[src/rtl/dmem_arb_pkg.sv]
// Shared types for the data-memory port arbiter.
package dmem_arb_pkg;

    // Width of the access-register fields; the arbiter's ADDR_W/DATA_W
    // must not exceed these.
    localparam int ARB_ADDR_W = 32;
    localparam int ARB_DATA_W = 32;

    typedef enum logic [1:0] {
        IDLE  = 2'd0,
        ISSUE = 2'd1,
        RESP  = 2'd2
    } arb_state_e;

    typedef enum logic {
        MST_CPU = 1'b0,
        MST_AUX = 1'b1
    } master_e;

    // One memory access captured at grant time.
    typedef struct packed {
        logic                  we;
        logic [ARB_ADDR_W-1:0] addr;
        logic [ARB_DATA_W-1:0] wdata;
        logic [2:0]            funct3;
    } mem_req_t;

endpackage

[src/rtl/rr_pick2.sv]
// Two-way round-robin selector: on a tie the master not granted last wins.
module rr_pick2 (
    input  logic [1:0] req,
    input  logic       last_grant,
    output logic       grant_valid,
    output logic       grant_id
);

    // Pick the lone requester, or alternate against last_grant on a tie.
    always_comb begin
        grant_valid = |req;
        grant_id    = 1'b0;
        case (req)
            2'b01:   grant_id = 1'b0;
            2'b10:   grant_id = 1'b1;
            2'b11:   grant_id = ~last_grant;
            default: grant_id = 1'b0;
        endcase
    end

endmodule

[src/rtl/dmem_arbiter.sv]
// Shares the single synchronous-read data-memory port between the CPU
// load/store path and an auxiliary master. Each access runs
// IDLE -> ISSUE (address/write presented) -> RESP (read data back, ack).
module dmem_arbiter
    import dmem_arb_pkg::*;
#(
    parameter int ADDR_W = 32,
    parameter int DATA_W = 32
) (
    input  logic              clk,
    input  logic              reset,
    input  logic              cpu_req,
    input  logic              cpu_we,
    input  logic [ADDR_W-1:0] cpu_addr,
    input  logic [DATA_W-1:0] cpu_wdata,
    input  logic [2:0]        cpu_funct3,
    output logic              cpu_ack,
    output logic [DATA_W-1:0] cpu_rdata,
    input  logic              aux_req,
    input  logic              aux_we,
    input  logic [ADDR_W-1:0] aux_addr,
    input  logic [DATA_W-1:0] aux_wdata,
    input  logic [2:0]        aux_funct3,
    output logic              aux_ack,
    output logic [DATA_W-1:0] aux_rdata,
    output logic              mem_wren,
    output logic [ADDR_W-1:0] mem_addr,
    output logic [DATA_W-1:0] mem_wdata,
    output logic [2:0]        mem_funct3,
    input  logic [DATA_W-1:0] mem_rdata,
    output logic              busy,
    output logic              owner
);

    arb_state_e state_q, state_d;
    master_e    owner_q, owner_d;
    master_e    last_grant_q, last_grant_d;
    mem_req_t   acc_q, acc_d;

    logic       grant_valid;
    logic       grant_id;

    logic [1:0]        ack_bus;
    logic [DATA_W-1:0] rdata_bus [2];

    rr_pick2 u_pick (
        .req         ({aux_req, cpu_req}),
        .last_grant  (last_grant_q),
        .grant_valid (grant_valid),
        .grant_id    (grant_id)
    );

    // Next-state logic: grant and latch in IDLE, sequence ISSUE/RESP.
    always_comb begin
        state_d      = state_q;
        owner_d      = owner_q;
        last_grant_d = last_grant_q;
        acc_d        = acc_q;
        case (state_q)
            IDLE: begin
                if (grant_valid) begin
                    acc_d.we     = grant_id ? aux_we : cpu_we;
                    acc_d.addr   = ARB_ADDR_W'(grant_id ? aux_addr : cpu_addr);
                    acc_d.wdata  = ARB_DATA_W'(grant_id ? aux_wdata : cpu_wdata);
                    acc_d.funct3 = grant_id ? aux_funct3 : cpu_funct3;
                    owner_d      = master_e'(grant_id);
                    state_d      = ISSUE;
                end
            end
            ISSUE: state_d = RESP;
            RESP: begin
                last_grant_d = owner_q;
                state_d      = IDLE;
            end
            default: state_d = IDLE;
        endcase
    end

    // Arbiter state, owner, round-robin history and access register.
    always_ff @(posedge clk or negedge reset) begin
        if (!reset) begin
            state_q      <= IDLE;
            owner_q      <= MST_CPU;
            last_grant_q <= MST_AUX;
            acc_q        <= '0;
        end else begin
            state_q      <= state_d;
            owner_q      <= owner_d;
            last_grant_q <= last_grant_d;
            acc_q        <= acc_d;
        end
    end

    // Per-master ack decode and load-data register with same-cycle bypass.
    for (genvar gi = 0; gi < 2; gi++) begin : g_mst
        logic [DATA_W-1:0] rdata_q, rdata_d;
        logic              is_owner;

        assign is_owner    = (owner_q == ((gi == 0) ? MST_CPU : MST_AUX));
        assign ack_bus[gi] = (state_q == RESP) && is_owner;

        // Capture memory data on the owner's load response, else hold.
        always_comb begin
            rdata_d = rdata_q;
            if (ack_bus[gi] && !acc_q.we) begin
                rdata_d = mem_rdata;
            end
        end

        // Load-data holding register.
        always_ff @(posedge clk or negedge reset) begin
            if (!reset) begin
                rdata_q <= '0;
            end else begin
                rdata_q <= rdata_d;
            end
        end

        assign rdata_bus[gi] = rdata_d;
    end

    assign cpu_ack    = ack_bus[0];
    assign aux_ack    = ack_bus[1];
    assign cpu_rdata  = rdata_bus[0];
    assign aux_rdata  = rdata_bus[1];

    // Write enable only in ISSUE, so a reset there removes it at once.
    assign mem_wren   = (state_q == ISSUE) && acc_q.we;
    assign mem_addr   = acc_q.addr[ADDR_W-1:0];
    assign mem_wdata  = acc_q.wdata[DATA_W-1:0];
    assign mem_funct3 = acc_q.funct3;
    assign busy       = (state_q != IDLE);
    assign owner      = owner_q;

endmodule

[config.mk]
export PLATFORM = sky130hd
export DESIGN_NAME = dmem_arbiter
export DESIGN_NICKNAME = d
export VERILOG_FILES = /design/src/rtl/dmem_arb_pkg.sv /design/src/rtl/rr_pick2.sv /design/src/rtl/dmem_arbiter.sv
export SDC_FILE = /design/constraint.sdc
export NUM_CORES = 1
export LEC_CHECK = 0
export CELL_PAD_IN_SITES_DETAIL_PLACEMENT = 0
export CELL_PAD_IN_SITES_GLOBAL_PLACEMENT = 2
export CORE_MARGIN = 2
export CORE_UTILIZATION = 26
export CTS_CLUSTER_SIZE = 16
export DETAILED_ROUTE_END_ITERATION = 10
export GPL_TIMING_DRIVEN = 1
export PLACE_DENSITY_LB_ADDON = 0.1
export SLEW_MARGIN = 20
export SYNTH_ARGS = -nofsm -noshare
export SYNTH_HDL_FRONTEND = slang
export SYNTH_HIERARCHICAL = 1
export SYNTH_SLANG_ARGS = --single-unit
[constraint.sdc]
create_clock -name clk -period 2.16 [get_ports clk]
set_input_delay 0.432 -clock clk [delete_from_list [all_inputs] [get_ports clk]]
set_output_delay 0.432 -clock clk [all_outputs]
set_load 0.02 [all_outputs]
==> impl_summary.log, run 1 <==
INFO  metric status = complete, but fails checks
INFO  metric violations = setup timing
INFO  metric hold_start = mem_wdata[25]$_DFFE_PN0P_
INFO  metric final_cells = 1045
INFO  metric crit_arrival = 2.05 ns
INFO  metric coreArea = 24400 um2
INFO  metric postLayoutCoreUtil = 0.437
INFO  metric worst_r2r_startpoint = state_q[0]$_DFFE_PN0P_
INFO  metric setup.worst_path.class = reg -> out
INFO  metric slew-limit-headroom = 0.693
INFO  metric synth_commonest_cells = 166 x sky130_fd_sc_hd__mux2_2, 135 x sky130_fd_sc_hd__dfrtp_1, 75 x sky130_fd_sc_hd__buf_4, 35 x sky130_fd_sc_hd__mux2_1
INFO  metric synth_top_area_cell = sky130_fd_sc_hd__dfrtp_1
INFO  metric instance_count_after_placement_with_tap_cells_included = 995
INFO  metric clk_path_buf_depth = 2
INFO  metric chipHeight = 162 um
INFO  metric final-max-slew-violation-count = 0
INFO  metric globalRouteOverflowTotal = 0
INFO  metric finalWeightedCongestion = 0.775
INFO  metric detail_route.iter0.violations = 125
INFO  metric synth_area_per_cell = 14.8 um2
INFO  metric placedInstanceArea = 9500 um2
INFO  metric grt_antenna_before_repair = 2
INFO  metric final_hold_viol_count = 0
INFO  metric endpoint_kind = primary output
INFO  metric wire_length_of_the_first_global_routing_pass = 29.6 mm
INFO  metric detailedRoute.firstPassIterationCount = 4
INFO  metric drt.antenna.violating_nets = 0
INFO  metric final_design_area_no_fill = 10700 um2
INFO  metric fp-row-count = 57
INFO  metric synthDistinctLibCells = 21
INFO  metric maxCapViolations = 0
INFO  metric highest_clock_rate = 403 MHz
INFO  metric grt_start_max_net_pins = 43
INFO  metric layout-drive-gt1-share = 0.467
INFO  metric first_global_vias = 4991
INFO  metric tritoncts = yes
INFO  metric ys.warnings.count = 6
INFO  metric synth-seq-cells = 136
INFO  metric ys_seq_area_frac = 0.527
INFO  metric worst-path-max-fanout = 8
INFO  metric worst-r2r-cell-count = 6
INFO  metric dieArea = 26100 um2
INFO  metric netlist.area_leader.share = 0.522
INFO  metric setup_tns = -15.95 ns
INFO  metric min_path_cells = 1
INFO  metric cellLeakagePower = 4.50 nW
INFO  metric num-fill-cells = 2252
INFO  metric number_of_nets_produced_by_synthesis = 610
INFO  metric vdd_ir_drop_max = 699 uV
INFO  metric worst_slew_pin_slew = 0.461 ns
INFO  metric min_path_type = reg -> reg
INFO  metric synthesized_netlist_cell_count = 438
INFO  metric post-place-ws = -0.329 ns
INFO  metric min_period_over_period = 1.15
INFO  metric whs_endpoint = mem_wdata[25]$_DFFE_PN0P_
INFO  metric detail_route.drc_violations = 0
INFO  metric rr_endpoint = g_mst[0].rdata_q[12]$_DFF_PN0_
INFO  metric grt.total_usage = 0.150
INFO  metric startpoint_type = flip-flop
INFO  metric synth.cell_area = 6470 um2
INFO  metric worst_ep_required_time = 1.73 ns
INFO  metric power.total = 16.3 mW
INFO  metric synthMostInstantiatedCell = sky130_fd_sc_hd__mux2_2
INFO  metric io_pins = 308
INFO  metric wire_per_inst = 18.5 um
INFO  metric netlist_top_cells_area = sky130_fd_sc_hd__dfrtp_1 52%, sky130_fd_sc_hd__mux2_2 29%, sky130_fd_sc_hd__buf_4 8.7%, sky130_fd_sc_hd__mux2_1 6.1%, sky130_fd_sc_hd__buf_6 0.87%
INFO  metric numPortBuffers = 307
INFO  metric min_period = 2.48 ns
INFO  metric totalWireLength = 19.3 mm
INFO  metric cts.sink_count = 136
INFO  metric via_count = 4392
INFO  metric vias_per_cell = 4.20
INFO  metric yosys_most_used_dff = sky130_fd_sc_hd__dfrtp_1
INFO  metric async_reset_ff_frac = 1.00
INFO  metric finalNetCount = 879
INFO  metric layout-area-overhead-vs-synth = 64.9%
INFO  metric die_x = 162 um
INFO  metric clk_transition_reported_paths = 0.06 ns
INFO  metric grt_setup_unrepaired = true
INFO  metric detailed_place_hpwl = 13.4 mm
INFO  metric clkLatencyLatePin = 0.42 ns
INFO  metric reg2reg_setup_slack = 0.43 ns
INFO  metric finalSetupViolations = 64
INFO  metric start_util = 0.265
INFO  metric finClkSkew = 0.0116 ns
INFO  metric finalHoldWorstSlack = 0.487 ns
INFO  metric final.setup.worst_slack = -0.323 ns
INFO  metric cts.root.buffer_cell = sky130_fd_sc_hd__clkbuf_16
INFO  metric tritoncts.num_buffers = 17
INFO  metric synth_enable_flop_cells = 0
INFO  metric power-per-cell-area = 1530 nW/um2
INFO  metric htree_num_levels = 4
-- layer usage --
| layer | wire length [um] | up-vias | GRT usage |
|---|---|---|---|
| li1 | - | 2010 | - |
| met1 | 7840 | 2155 | 0.177 |
| met2 | 9240 | 199 | 0.246 |
| met3 | 1830 | 26 | 0.0610 |
| met4 | 409 | 2 | 0.0563 |
| met5 | 13 | - | 0 |
-- final cells by class --
class / instances / area, um2 / share of cell area
antenna: 1 / 2.50 / 0.000235
clock inverter: 14 / 170 / 0.0160
timing repair buffer: 339 / 3600 / 0.338
multi-input combinational: 213 / 2640 / 0.248
clock buffer: 18 / 439 / 0.0412
tap: 324 / 405 / 0.0380
sequential: 136 / 3410 / 0.319
-- logic make-up after synthesis --
kind of cell	after synthesis	synth area share
compound gates	2	0.00232
simple gates	10	0.0139
buf+inv	89	0.107
flops	136	0.527
mux	201	0.350
-- critical path, stage by stage (launching register included) --
cell	delay, ns
sky130_fd_sc_hd__dfrtp_2	0.44
sky130_fd_sc_hd__nor4b_4	0.29
sky130_fd_sc_hd__buf_6	0.17
sky130_fd_sc_hd__buf_12	0.12
sky130_fd_sc_hd__buf_16	0.15
sky130_fd_sc_hd__mux2_4	0.33
sky130_fd_sc_hd__buf_6	0.14
-- registers in the layout, indices dropped and copies added, names as in the netlist --
| register | count |
|---|---|
| mem_wdata | 32 |
| mem_funct3 | 3 |
| acc_q | 1 |
| last_grant_q | 1 |
| mem_addr | 32 |
| state_q | 2 |
| owner | 1 |
| g_mst.rdata_q | 64 |
-- report_power, final --
group | leakage, nW | total (mW) | internal [mW] | switching [mW]
sequential | 1.61 | 4.39 | 3.85 | 0.543
clock | 0.301 | 3.01 | 1.86 | 1.16
combinational | 2.59 | 8.89 | 4.92 | 3.98
-- repair_timing --
item,4_1_cts,5_1_grt
gates resized for setup,472,9
setup buffers,9,4
hold endpoints to repair,38,0
hold buffers,1,0
cloned,6,0
pin swaps,2,1
setup endpoints to repair,68,67
-- cells in the final DEF (no fill, tap or decap), types with 3 or more instances in the layout --
master	netlist	final
sky130_fd_sc_hd__mux2_4	0	64
sky130_fd_sc_hd__inv_6	0	4
sky130_fd_sc_hd__buf_16	0	3
sky130_fd_sc_hd__dfrtp_1	135	133
sky130_fd_sc_hd__bufinv_16	0	3
sky130_fd_sc_hd__mux2_2	166	134
sky130_fd_sc_hd__buf_4	75	15
sky130_fd_sc_hd__mux2_1	35	3
sky130_fd_sc_hd__clkdlybuf4s50_1	0	238
sky130_fd_sc_hd__buf_12	0	12
sky130_fd_sc_hd__clkinv_2	0	4
sky130_fd_sc_hd__buf_6	5	66
sky130_fd_sc_hd__clkbuf_16	0	17
-- worst max path at each step --
stage               slack, ns                    from             to
floorplan                0.17       owner$_DFFE_PN0P_   cpu_rdata[4]
global placement        -0.29   acc_q[67]$_DFFE_PN0P_   aux_rdata[1]
detailed placement      -0.33   acc_q[67]$_DFFE_PN0P_   aux_rdata[6]
CTS                     -0.34  state_q[0]$_DFFE_PN0P_  aux_rdata[10]
global route            -0.41  state_q[0]$_DFFE_PN0P_  cpu_rdata[10]
finish                  -0.32  state_q[0]$_DFFE_PN0P_  cpu_rdata[10]
(Power assumes the default switching activity.)
==> inputs of run 2 (changes only) <==
--- a/config.mk
+++ b/config.mk
@@ -5,10 +5,11 @@
 export SDC_FILE = /design/constraint.sdc
 export NUM_CORES = 1
 export LEC_CHECK = 0
+export ABC_AREA = 1
 export CELL_PAD_IN_SITES_DETAIL_PLACEMENT = 0
 export CELL_PAD_IN_SITES_GLOBAL_PLACEMENT = 2
 export CORE_MARGIN = 2
-export CORE_UTILIZATION = 26
+export CORE_UTILIZATION = 22
 export CTS_CLUSTER_SIZE = 16
 export DETAILED_ROUTE_END_ITERATION = 10
 export GPL_TIMING_DRIVEN = 1
==> run 2 against run 1 <==
Net effect: the run still ends with setup timing left; utilization is 5.2 points lower; clock power is 5% higher; clock skew is 0.0031 ns higher; first-iteration DRC count is 130% higher; non-clock buffer count is 59 higher; global-route usage is 0.61 points higher; largest cell class unchanged; synthesized area is 3.6% higher; worst hold slack worse by 0.013 ns; via count is 47% higher; worst setup slack better by 0.24 ns; register-to-register slack better by 0.12 ns; critical path depth is 2 higher.
==> impl_summary.log, run 2 <==
INFO  metric detailed_place_hpwl = 17.7 mm (+32%)
INFO  metric postLayoutCoreUtil = 0.386 (-0.0516)
INFO  metric slowest_stage = sky130_fd_sc_hd__dfrtp_1
INFO  metric netlist_top_cells_area = sky130_fd_sc_hd__dfrtp_1 50%, sky130_fd_sc_hd__nand2_1 30%, sky130_fd_sc_hd__buf_4 8.3%, sky130_fd_sc_hd__nand4_1 6.0%, sky130_fd_sc_hd__buf_2 1.3%
INFO  metric synth_commonest_cells = 539 x sky130_fd_sc_hd__nand2_1, 135 x sky130_fd_sc_hd__dfrtp_1, 74 x sky130_fd_sc_hd__buf_4, 64 x sky130_fd_sc_hd__nand4_1, 22 x sky130_fd_sc_hd__clkbuf_1
INFO  metric synthesized_netlist_cell_count = 882 (+100%)
INFO  metric area_of_the_multi_input_gates = 2830 um2 (+7.0%)
INFO  metric intPower = 10.6 mW (-0.44%)
INFO  metric synthDistinctLibCells = 19 (-9.5%)
INFO  metric crit_arrival = 1.81 ns (-0.24 ns)
INFO  metric endpoint_kind = primary output
INFO  metric rr_endpoint = g_mst[0].rdata_q[13]$_DFF_PN0_
INFO  metric grt_setup_unrepaired = true
INFO  metric grt.total_usage = 0.156 (+0.00609)
INFO  metric final.setup.worst_slack = -0.0831 ns (+0.240 ns)
INFO  metric power.total = 18.1 mW (+11%)
INFO  metric final_cell_mix = 475 x sky130_fd_sc_hd__nand2_1, 237 x sky130_fd_sc_hd__clkdlybuf4s50_1, 135 x sky130_fd_sc_hd__dfrtp_1
INFO  metric cellLeakagePower = 5.68 nW (+26%)
INFO  metric tritoncts.num_buffers = 17 (unchanged)
INFO  metric min_path_cells = 2 (+1)
INFO  metric finalSetupViolations = 33 (-48%)
INFO  metric io_pins = 308 (unchanged)
INFO  metric registers.top_by_ff_count = g_mst.rdata_q
INFO  metric whs_endpoint = g_mst[0].rdata_q[23]$_DFF_PN0_
INFO  metric detail_route.drc_violations = 0 (unchanged)
INFO  metric vdd_ir_drop_max = 648 uV (-7.3%)
INFO  metric synthMostInstantiatedCell = sky130_fd_sc_hd__nand2_1
INFO  metric tritoncts = yes
INFO  metric min_path_type = reg -> reg
INFO  metric synth.cell_area = 6700 um2 (+3.6%)
INFO  metric netlist.area_leader.share = 0.504 (-0.0182)
INFO  metric crit_path_max_incr_delay = 0.40 ns (-0.04 ns)
INFO  metric clkLatencyLatePin = 0.42 ns (about the same)
INFO  metric maxCapViolations = 0 (unchanged)
INFO  metric finalWeightedCongestion = 0.765 (-1.4%)
INFO  metric wire_per_inst = 16.4 um (-11%)
INFO  metric numPortBuffers = 307 (unchanged)
INFO  metric layout-drive-gt1-share = 0.224 (-0.243)
INFO  metric die_x = 179 um (+10%)
INFO  metric layout-area-overhead-vs-synth = 71.5%
INFO  metric comb_power_share = 0.581 (+0.035)
INFO  metric totalWireLength = 25.9 mm (+34%)
INFO  metric synth_top_area_cell = sky130_fd_sc_hd__dfrtp_1
INFO  metric reg2reg_setup_slack = 0.55 ns (+0.12 ns)
INFO  metric met3WireLength = 2.10 mm (+15%)
INFO  metric crit_buf_inv = 4 (unchanged)
INFO  metric worstPathCellList = nor2_4 > buf_12 > nand3_4 > buf_12 > clkbuf_16 > nand2_2 > nand2_2 > buf_6
INFO  metric synth_area_per_cell = 7.60 um2 (-49%)
INFO  metric finalNetCount = 1348 (+53%)
INFO  metric finalHoldWorstSlack = 0.474 ns (-0.0134 ns)
INFO  metric worst-path-max-fanout = 5 (-3)
INFO  metric fp-row-count = 63 (+11%)
INFO  metric grt_start_max_net_pins = 43 (unchanged)
INFO  metric synth_enable_flop_cells = 0 (unchanged)
INFO  metric status = complete, but fails checks
INFO  metric min_period = 2.24 ns (-0.240 ns)
INFO  metric worst_slew_pin_slew = 0.453 ns (-0.00805 ns)
INFO  metric route.met2.wl = 12.6 mm (+37%)
INFO  metric drt.antenna.violating_nets = 0 (unchanged)
INFO  metric hold_start = g_mst[0].rdata_q[23]$_DFF_PN0_
INFO  metric area.sequential = 3400 um2 (about the same)
INFO  metric num-fill-cells = 3096 (+37%)
INFO  metric worst_r2r_startpoint = state_q[0]$_DFFE_PN0P_
INFO  metric dieArea = 31900 um2 (+22%)
INFO  metric worst_ep_required_time = 1.73 ns (about the same)
INFO  metric vias_per_cell = 4.09 (-2.6%)
INFO  metric final_hold_viol_count = 0 (unchanged)
INFO  metric coreArea = 29800 um2 (+22%)
INFO  metric violations = setup timing
INFO  metric mostFrequentLayoutCell = sky130_fd_sc_hd__nand2_1
INFO  metric grt_antenna_before_repair = 2 (unchanged)
INFO  metric p_seq_frac = 0.244 (-0.026)
INFO  metric ys.warnings.count = 6 (unchanged)
INFO  metric async_reset_ff_frac = 1.00 (unchanged)
INFO  metric crit_family = buffers and inverters
INFO  metric clk_path_buf_depth = 2 (unchanged)
INFO  metric min_period_over_period = 1.04 (-0.111)
INFO  metric detail_route.iter0.violations = 283 (+130%)
INFO  metric via_count = 6473 (+47%)
INFO  metric slew-limit-headroom = 0.698 (+0.00536)
INFO  metric finClkSkew = 0.0147 ns (+0.00311 ns)
INFO  metric power-per-cell-area = 1580 nW/um2 (+3.2%)
INFO  metric cts.root.buffer_cell = sky130_fd_sc_hd__clkbuf_16
INFO  metric largest_register_ffs = 64 (unchanged)
INFO  metric highest_clock_rate = 446 MHz (+11%)
INFO  metric startpoint_type = flip-flop
INFO  metric placedInstanceArea = 10200 um2 (+7.0%)
INFO  metric power.share.switching = 0.416 (+0.0678)
INFO  metric synth-seq-cells = 136 (unchanged)
INFO  metric ys_seq_area_frac = 0.508 (-0.0184)
INFO  metric final_design_area_no_fill = 11500 um2 (+7.7%)
INFO  metric cts.sink_count = 136 (unchanged)
INFO  metric clock_share_of_power = 0.175 (-0.010)
INFO  metric total_switching_power = 7.54 mW (+33%)
INFO  metric yosys_most_used_dff = sky130_fd_sc_hd__dfrtp_1
INFO  metric setup.worst_path.class = reg -> out
INFO  metric chipHeight = 179 um (+10%)
INFO  metric htree_num_levels = 4 (unchanged)
INFO  metric globalRouteOverflowTotal = 0 (unchanged)
INFO  metric number_of_nets_produced_by_synthesis = 1054 (+73%)
INFO  metric detailedRoute.firstPassIterationCount = 4 (unchanged)
INFO  metric clk_transition_reported_paths = 0.06 ns (about the same)
INFO  metric setup_tns = -0.954 ns (+15.00 ns)
INFO  metric metal1_wirelength = 11.0 mm (+40%)
INFO  metric worst-r2r-cell-count = 9 (+3)
INFO  metric wire_length_of_the_first_global_routing_pass = 37.7 mm (+27%)
INFO  metric start_util = 0.225 (-0.0402)
INFO  metric first_global_vias = 6306 (+26%)
INFO  metric highest-signal-layer = met4
INFO  metric final-max-slew-violation-count = 0 (unchanged)
==> run 2: cell count changes after synthesis, sizes merged, moves of 8 or more <==
cell,previous run,this run
nand2,0,539
mux2,201,0
nand4,0,64
clkbuf,1,22
buf,88,101
inv,0,8
==> run 2: power by group through the flow <==
| stage | combinational (mW) | clock (mW) | sequential, mW |
|---|---|---|---|
| final | 10.5 | 3.17 | 4.42 |
| after global routing | 11.4 | 3.37 | 4.57 |
| after CTS | 9.17 | 3.27 | 4.33 |
| after detailed placement | 9.59 | 0 | 4.33 |
| after global placement | 9.61 | 0 | 4.31 |
| after floorplan | 5.36 | 0 | 4.22 |
==> run 2: area by class of cell <==
type / count / share of cell area
diodes: 2 / 0.000436
repair buffers: 398 / 0.358
clock inverters: 14 / 0.0171
flip-flops and latches: 136 / 0.296
well taps: 390 / 0.0425
multi-input cells: 615 / 0.246
inverters: 8 / 0.00283
clock buffers: 18 / 0.0374
==> run 2: timing repair <==
item | in CTS | in global routing
setup buffers | 3 | 21
hold buffers | 1 | 0
cloned | 2 | 4
setup endpoints to repair | 68 | 67
pin swaps | 1 | 4
hold endpoints to repair | 37 | 0
resized for setup | 285 | 195
==> run 2: worst max path at each step <==
stage,start,to,cells after the start
floorplan,owner$_DFFE_PN0P_,cpu_rdata[10],5
global placement,mem_rdata[2],aux_rdata[2],4
detailed placement,mem_rdata[27],aux_rdata[27],4
CTS,state_q[1]$_DFFE_PN0P_,cpu_rdata[14],9
global route,state_q[0]$_DFFE_PN0P_,cpu_rdata[17],8
finish,state_q[0]$_DFFE_PN0P_,cpu_rdata[17],8
==> run 2: kinds of logic after synthesis <==
group / Yosys count / share of synthesized area
AOI/OAI and AO/OA: 2 / 0.00149
DFF: 136 / 0.508
buffers and inverters: 131 / 0.119
and+or+nand+nor: 613 / 0.371
==> run 2: tightest hold or removal path: stages (launching register included) <==
cell and delay (ns):
sky130_fd_sc_hd__dfrtp_1 0.32, sky130_fd_sc_hd__nand2_1 0.05, sky130_fd_sc_hd__nand2_1 0.06
==> run 2: metrics by stage <==
step	worst slack, ns	std cells
finish	-0.0831	1581
global route	-0.184	1580
CTS	-0.115	1554
detailed placement	-0.0471	1516
global placement	-0.0654	1516
floorplan	0.431	882
==> run 2: per-layer routing <==
layer | global-route usage | vias to the layer above
li1 | - | 3286
met1 | 0.193 | 2983
met2 | 0.256 | 194
met3 | 0.0622 | 10
met4 | 0.0369 | 0
met5 | 0 | -
==> inputs of run 3 (changes only) <==
--- a/config.mk
+++ b/config.mk
@@ -13,7 +13,7 @@
 export CTS_CLUSTER_SIZE = 16
 export DETAILED_ROUTE_END_ITERATION = 10
 export GPL_TIMING_DRIVEN = 1
-export PLACE_DENSITY_LB_ADDON = 0.1
+export PLACE_DENSITY = 0.79
 export SLEW_MARGIN = 20
 export SYNTH_ARGS = -nofsm -noshare
 export SYNTH_HDL_FRONTEND = slang
==> run 3 against run 2 <==
Net effect: the flow now finishes without violations; clock skew about the same; utilization down 0.61 points; power down 1.9%; die area unchanged; first-iteration DRC count down 3.5%; fmax up 5.2%; combinational power about the same; critical path type unchanged; largest power group unchanged; highest routed layer is now met5.
==> impl_summary.log, run 3 (same netlist as run 2, synthesis figures left out) <==
INFO  metric status = complete, no violations
INFO  metric layout-area-overhead-vs-synth = 68.8%
INFO  metric maxCapViolations = 0 (unchanged)
INFO  metric finalWeightedCongestion = 0.722 (-5.6%)
INFO  metric largest_register_ffs = 64 (unchanged)
INFO  metric final_cell_mix = 463 x sky130_fd_sc_hd__nand2_1, 237 x sky130_fd_sc_hd__clkdlybuf4s50_1, 134 x sky130_fd_sc_hd__dfrtp_1
INFO  metric worst_slew_pin_slew = 0.485 ns (+0.0325 ns)
INFO  metric coreArea = 29800 um2 (unchanged)
INFO  metric detail_route.iter0.violations = 273 (-3.5%)
INFO  metric detail_route.drc_violations = 0 (unchanged)
INFO  metric totalWireLength = 24.4 mm (-5.8%)
INFO  metric layout-drive-gt1-share = 0.225 (+0.00115)
INFO  metric tritoncts.num_buffers = 17 (unchanged)
INFO  metric detailedRoute.firstPassIterationCount = 6 (+2)
INFO  metric dieArea = 31900 um2 (unchanged)
INFO  metric mostFrequentLayoutCell = sky130_fd_sc_hd__nand2_1
INFO  metric wire_length_of_the_first_global_routing_pass = 37.2 mm (-1.4%)
INFO  metric first_global_vias = 6492 (+2.9%)
INFO  metric finalNetCount = 1333 (-1.1%)
INFO  metric worst-path-max-fanout = 17 (+12)
INFO  metric final_hold_viol_count = 0 (unchanged)
INFO  metric power.total = 17.8 mW (-1.9%)
INFO  metric finalHoldWorstSlack = 0.470 ns (-0.00340 ns)
INFO  metric finalSetupViolations = 0 (-100%)
INFO  metric cts.sink_count = 136 (unchanged)
INFO  metric cts.root.buffer_cell = sky130_fd_sc_hd__clkbuf_16
INFO  metric start_point_of_the_critical_path = state_q[1]$_DFFE_PN0P_
INFO  metric startpoint_type = flip-flop
INFO  metric drt.antenna.violating_nets = 0 (unchanged)
INFO  metric min_path_cells = 2 (unchanged)
INFO  metric cellLeakagePower = 5.57 nW (-2.0%)
INFO  metric highest-signal-layer = met5
INFO  metric final_design_area_no_fill = 11300 um2 (-1.6%)
INFO  metric fp-row-count = 63 (unchanged)
INFO  metric postLayoutCoreUtil = 0.379 (-0.00613)
INFO  metric crit_path_max_incr_delay = 0.36 ns (-0.04 ns)
INFO  metric slowest_stage = sky130_fd_sc_hd__dfrtp_1
INFO  metric setup_tns = 0 ns (+0.954 ns)
INFO  metric chipHeight = 179 um (unchanged)
INFO  metric hold_start = g_mst[0].rdata_q[1]$_DFF_PN0_
INFO  metric placedInstanceArea = 10100 um2 (-0.52%)
INFO  metric vias_per_cell = 4.15 (+1.5%)
INFO  metric globalRouteOverflowTotal = 0 (unchanged)
INFO  metric clk_transition_reported_paths = 0.07 ns (about the same)
INFO  metric wire_per_inst = 15.6 um (-4.9%)
INFO  metric grt_antenna_before_repair = 2 (unchanged)
INFO  metric rr_endpoint = g_mst[1].rdata_q[20]$_DFF_PN0_
INFO  metric endpoint_kind = primary output
INFO  metric vdd_ir_drop_max = 558 uV (-14%)
INFO  metric slew-limit-headroom = 0.676 (-0.0217)
INFO  metric io_pins = 308 (unchanged)
INFO  metric highest_clock_rate = 469 MHz (+5.2%)
INFO  metric grt_start_max_net_pins = 52 (+21%)
INFO  metric final-max-slew-violation-count = 0 (unchanged)
INFO  metric clkLatencyLatePin = 0.42 ns (about the same)
INFO  metric setup.worst_path.class = reg -> out
INFO  metric area.sequential = 3410 um2 (about the same)
INFO  metric start_util = 0.225 (unchanged)
INFO  metric registers.top_by_ff_count = g_mst.rdata_q
INFO  metric tritoncts = yes
INFO  metric grt_setup_unrepaired = true
INFO  metric num-fill-cells = 3071 (-0.81%)
INFO  metric grt.total_usage = 0.152 (-0.00443)
INFO  metric worst_r2r_startpoint = state_q[1]$_DFFE_PN0P_
INFO  metric crit_arrival = 1.70 ns (-0.11 ns)
INFO  metric clk_path_buf_depth = 2 (unchanged)
INFO  metric min_path_type = reg -> reg
INFO  metric worst_ep_required_time = 1.73 ns (about the same)
INFO  metric die_x = 179 um (unchanged)
INFO  metric finClkSkew = 0.0144 ns (-0.000244 ns)
INFO  metric min_period = 2.13 ns (-0.111 ns)
INFO  metric met3WireLength = 2.08 mm (-1.0%)
INFO  metric min_period_over_period = 0.987 (-0.0513)
INFO  metric route.met2.wl = 11.4 mm (-9.6%)
INFO  metric reg2reg_setup_slack = 0.70 ns (+0.15 ns)
INFO  metric detailed_place_hpwl = 16.1 mm (-9.1%)
INFO  metric worstPathCellList = inv_2 > nor2_4 > buf_4 > buf_12 > nand4_1 > nand2_4 > buf_6
INFO  metric numPortBuffers = 307 (unchanged)
INFO  metric via_count = 6502 (+0.45%)
INFO  metric htree_num_levels = 4 (unchanged)
INFO  metric worst-r2r-cell-count = 9 (unchanged)
INFO  metric whs_endpoint = g_mst[0].rdata_q[1]$_DFF_PN0_
INFO  metric area_of_the_multi_input_gates = 2840 um2 (+0.53%)
INFO  metric metal1_wirelength = 10.6 mm (-3.6%)
INFO  metric power-per-cell-area = 1570 nW/um2 (-0.35%)
run 3: cell types whose count changed in the layout (fill, tap and decap cells not counted), moves of 3 or more:
cell | previous run | this run
sky130_fd_sc_hd__buf_12 | 19 | 16
sky130_fd_sc_hd__buf_2 | 3 | 10
sky130_fd_sc_hd__buf_4 | 80 | 56
sky130_fd_sc_hd__buf_6 | 43 | 54
sky130_fd_sc_hd__buf_8 | 3 | 0
sky130_fd_sc_hd__bufinv_16 | 4 | 1
sky130_fd_sc_hd__clkbuf_4 | 3 | 0
sky130_fd_sc_hd__inv_6 | 3 | 8
sky130_fd_sc_hd__inv_8 | 0 | 3
sky130_fd_sc_hd__nand2_1 | 475 | 463
sky130_fd_sc_hd__nand2_2 | 39 | 54
sky130_fd_sc_hd__nand2_4 | 25 | 22
run 3: report_power, final:
part,total (mW),switching [mW],leakage [nW],internal [mW]
Clock,3.00,1.32,0.289,1.67
Combinational,10.3,5.64,3.61,4.70
Sequential,4.43,0.620,1.67,3.81
run 3: cell type report:
type                    count  area share
multi-input cells         615       0.251
clock inverters            14      0.0133
diodes                      1    0.000221
flip-flops and latches    136       0.301
clock buffers              18      0.0388
repair buffers            383       0.349
well taps                 390      0.0432
inverters                   8     0.00266
run 3: how the worst max path moves through the flow:
stage | to | depth (start not counted)
2_1_floorplan | cpu_rdata[10] | 5
3_3_place_gp | cpu_rdata[27] | 4
3_5_place_dp | cpu_rdata[27] | 4
4_1_cts | cpu_rdata[4] | 8
5_1_grt | cpu_rdata[27] | 8
6_report | aux_rdata[17] | 7
run 3: per-stage QoR:
stage	cells	worst slack [ns]
floorplan	882	0.431
global placement	1510	-0.162
detailed placement	1510	-0.157
CTS	1551	-0.122
global route	1565	-0.102
finish	1565	0.0276
run 3: routing by layer:
metal,GRT usage,vias up
li1,-,3252
met5,0,-
met2,0.244,247
met4,0.0440,2
met3,0.0558,23
met1,0.191,2978
run 3: worst max-delay path: cells and delay by family, from the launching register on:
family	cells	cell delay [ns]
buffers and inverters	4	0.53
and+or+nand+nor	3	0.40
DFF	1	0.36
run 3: what timing repair did:
action,CTS,global route
gates resized for setup,308,176
gates cloned,3,2
pin swaps,5,13
endpoints found under the setup margin,68,68
hold endpoints to repair,40,0
hold buffers,1,0
setup buffers,5,12
==> RTL edit: new RTL, settings of run 2 <==
Re-encode `arb_state_e` (3 states) as one-hot, 3 bits wide.
--- a/src/rtl/dmem_arb_pkg.sv
+++ b/src/rtl/dmem_arb_pkg.sv
@@ -6,10 +6,10 @@
     localparam int ARB_ADDR_W = 32;
     localparam int ARB_DATA_W = 32;
 
-    typedef enum logic [1:0] {
-        IDLE  = 2'd0,
-        ISSUE = 2'd1,
-        RESP  = 2'd2
+    typedef enum logic [2:0] {
+        IDLE  = 3'b001,
+        ISSUE = 3'b010,
+        RESP  = 3'b100
     } arb_state_e;
 
     typedef enum logic {
Formal check against the unedited RTL: same outputs for any inputs over 10 cycles, from zero or initial values and one cycle with reset low; not proved beyond that.
==> RTL edit against run 2 <==
The run still ends with setup timing left; power shrank 6.9%; combinational power is 10% lower; design area rose by 3.2%; area after synthesis grew 1.8%; largest power group unchanged; routed wire length fell by 2.7%; setup slack gained 0.045 ns; non-clock buffer count rose by 10; sequential cell count rose by 1.
==> RTL edit: results (changes against run 2) <==
The total via count in the routed design is 6,472 (-0.015%), and the largest net degree at the start of global routing is 52 (+21%). The antenna diode count is 0 (-2). In this run the worst setup path terminates at aux_rdata[21]. The tools report the highest ir drop seen on vdd as 0.0006784 V (+4.7%). The number of optimization iterations in the first detailed-route pass came out at 4 (unchanged). For the placement-stage worst setup slack, the log shows -0.08104 ns (-0.03395 ns). The count of synthesis-stage warnings from yosys is 6 (unchanged), and the switching share of power is 40.79% (-0.83 points). For this run, the leading register cell type out of synthesis is sky130_fd_sc_hd__dfrtp_1. Yosys attributes the largest share of cell area to sky130_fd_sc_hd__dfrtp_1 (50%), sky130_fd_sc_hd__nand2_1 (22%), sky130_fd_sc_hd__buf_4 (8.4%). The aggregate global-route resource usage was 15.10% (-0.53 points). The class of the worst hold path is in -> async. For the global-route wire length before repair, the log shows 38.05 mm (+0.86%). Start point of the critical path: state_q[0]. The reg-to-reg endpoint was g_mst[0].rdata_q[21]. The transition time at the pin with the least slew margin is 0.3883 ns (-0.06453 ns), and the net total in the final layout is 1,363 (+1.1%). The run finished, with violations left. For the weighted congestion at the end of routability-driven global placement, the log shows 0.7275 (-4.9%). The setup slack on the worst flop-to-flop path is 0.60 ns (+0.05 ns), and the number of global-route vias before repair is 6,310 (+0.063%).

The worst-case setup margin in the final layout was -0.03780 ns (+0.04527 ns). For the sequential cell area fraction in the yosys report, the log shows 50.32% (-0.49 points). The tools report the total detailed-routing wirelength as 25.24 mm (-2.7%). Ranked by instance count, the synthesized netlist is headed by sky130_fd_sc_hd__nand2_1 (404), sky130_fd_sc_hd__dfrtp_1 (135), sky130_fd_sc_hd__buf_4 (76).

The number of unique standard cell types used by synthesis is 19 (unchanged), and the leakage power is 5.616 nW (-1.1%). Filler cell count in the final layout: 3,188 (+3.0%). The worst clock skew is 0.01296 ns (-0.001723 ns).

The number of antenna violations at the first check in global routing was 0 (-2); the half-perimeter wire length of the detailed placement result was 16.39 mm (-7.2%). The clock tree root buffer cell is sky130_fd_sc_hd__clkbuf_16. The final sum of negative setup slack was -0.3432 ns (+0.6109 ns); the layout cell share with drive strength beyond 1 was 25.00% (+2.6 points).

The register with the most flip-flops was g_mst.rdata_q. The final reports fail on setup timing. The clock-pin slew reported for the worst setup and hold paths after clock tree synthesis was 0.07 ns. The number of nets in the synthesized netlist is 1,059 (+0.47%). The tools report the reg-to-reg startpoint as state_q[1].

Detailed router's first-iteration violation count: 227 (-20%). The tools report the count of final setup violators as 19 (-42%). The number of buffers created by CTS is 17 (unchanged).

For the maximum clock path buffer count, the log shows 2 (unchanged).
-- RTL edit: worst min path at each step --
stage | from | end | cells after the start
floorplan | reset | acc_q[67] | 0
global route | reset | g_mst[1].rdata_q[10] | 2
global placement | reset | g_mst[1].rdata_q[10] | 1
CTS | reset | g_mst[1].rdata_q[10] | 2
detailed placement | reset | g_mst[1].rdata_q[10] | 1
finish | reset | g_mst[1].rdata_q[10] | 2
-- RTL edit: power groups by stage --
stage / logic (mW) / clock network [mW] / registers [mW]
after floorplan: 4.80 / 0 / 4.21
after global routing: 10.2 / 3.25 / 4.53
after global placement: 8.57 / 0 / 4.29
after CTS: 8.70 / 3.13 / 4.30
final: 9.45 / 3.03 / 4.38
after detailed placement: 8.55 / 0 / 4.29
-- RTL edit: layer usage --
layer | global-route usage [%] | share of wire, % | vias up | wire length, µm
li1 | - | - | 3326 | -
met1 | 19.15 | 44 | 2935 | 11170
met2 | 24.41 | 47 | 202 | 11810
met3 | 5.901 | 8.2 | 9 | 2082
met4 | 3.161 | 0.70 | 0 | 177
met5 | 0 | 0 | - | 0
-- RTL edit: timing repair --
action                                  4_1_cts  5_1_grt
setup buffers                                 8       27
gates cloned                                  5        5
hold buffers                                  1        0
hold endpoints to repair                     30        0
endpoints found under the setup margin       69       67
gates resized for setup                     399      157
pin swaps                                     8       45
-- RTL edit: stage by stage --
| step | hold slack (ns) | area [µm²] | total power, mW | std cells |
|---|---|---|---|---|
| finish | 0.4758 | 11860 | 16.86 | 1600 |
| global route | 0.4912 | 11860 | 18.00 | 1600 |
| CTS | 0.4766 | 11160 | 16.13 | 1573 |
| detailed placement | 0.3715 | 10290 | 12.84 | 1527 |
| global placement | 0.3748 | 10290 | 12.86 | 1527 |
| floorplan | 0.1364 | 6818 | 9.012 | 887 |
-- RTL edit: cell families (layout without fill, tap and decap cells) --
kind of cell	Yosys count	after routing	synth area share [%]
flops	137	137	50.32
simple gates	482	482	29.20
buf+inv	199	516	15.42
compound gates	69	69	5.065
-- RTL edit: critical path, stage by stage (launching register included) --
cell and delay, ns:
sky130_fd_sc_hd__dfstp_2 0.55, sky130_fd_sc_hd__nor2_2 0.05, sky130_fd_sc_hd__nand4_1 0.09, sky130_fd_sc_hd__buf_6 0.17, sky130_fd_sc_hd__buf_12 0.14, sky130_fd_sc_hd__buf_8 0.12
sky130_fd_sc_hd__nand2_4 0.05, sky130_fd_sc_hd__nand2_4 0.07, sky130_fd_sc_hd__buf_6 0.12
-- RTL edit: final cells by class --
type	instances	area (µm²)	area share, %
tap	396	495.5	4.178
clock inverter	14	162.7	1.371
clock buffer	18	439.2	3.703
multi-input combinational	551	2741	23.11
inverter	76	289.0	2.437
timing repair buffer	408	4300	36.26
sequential	137	3432	28.94
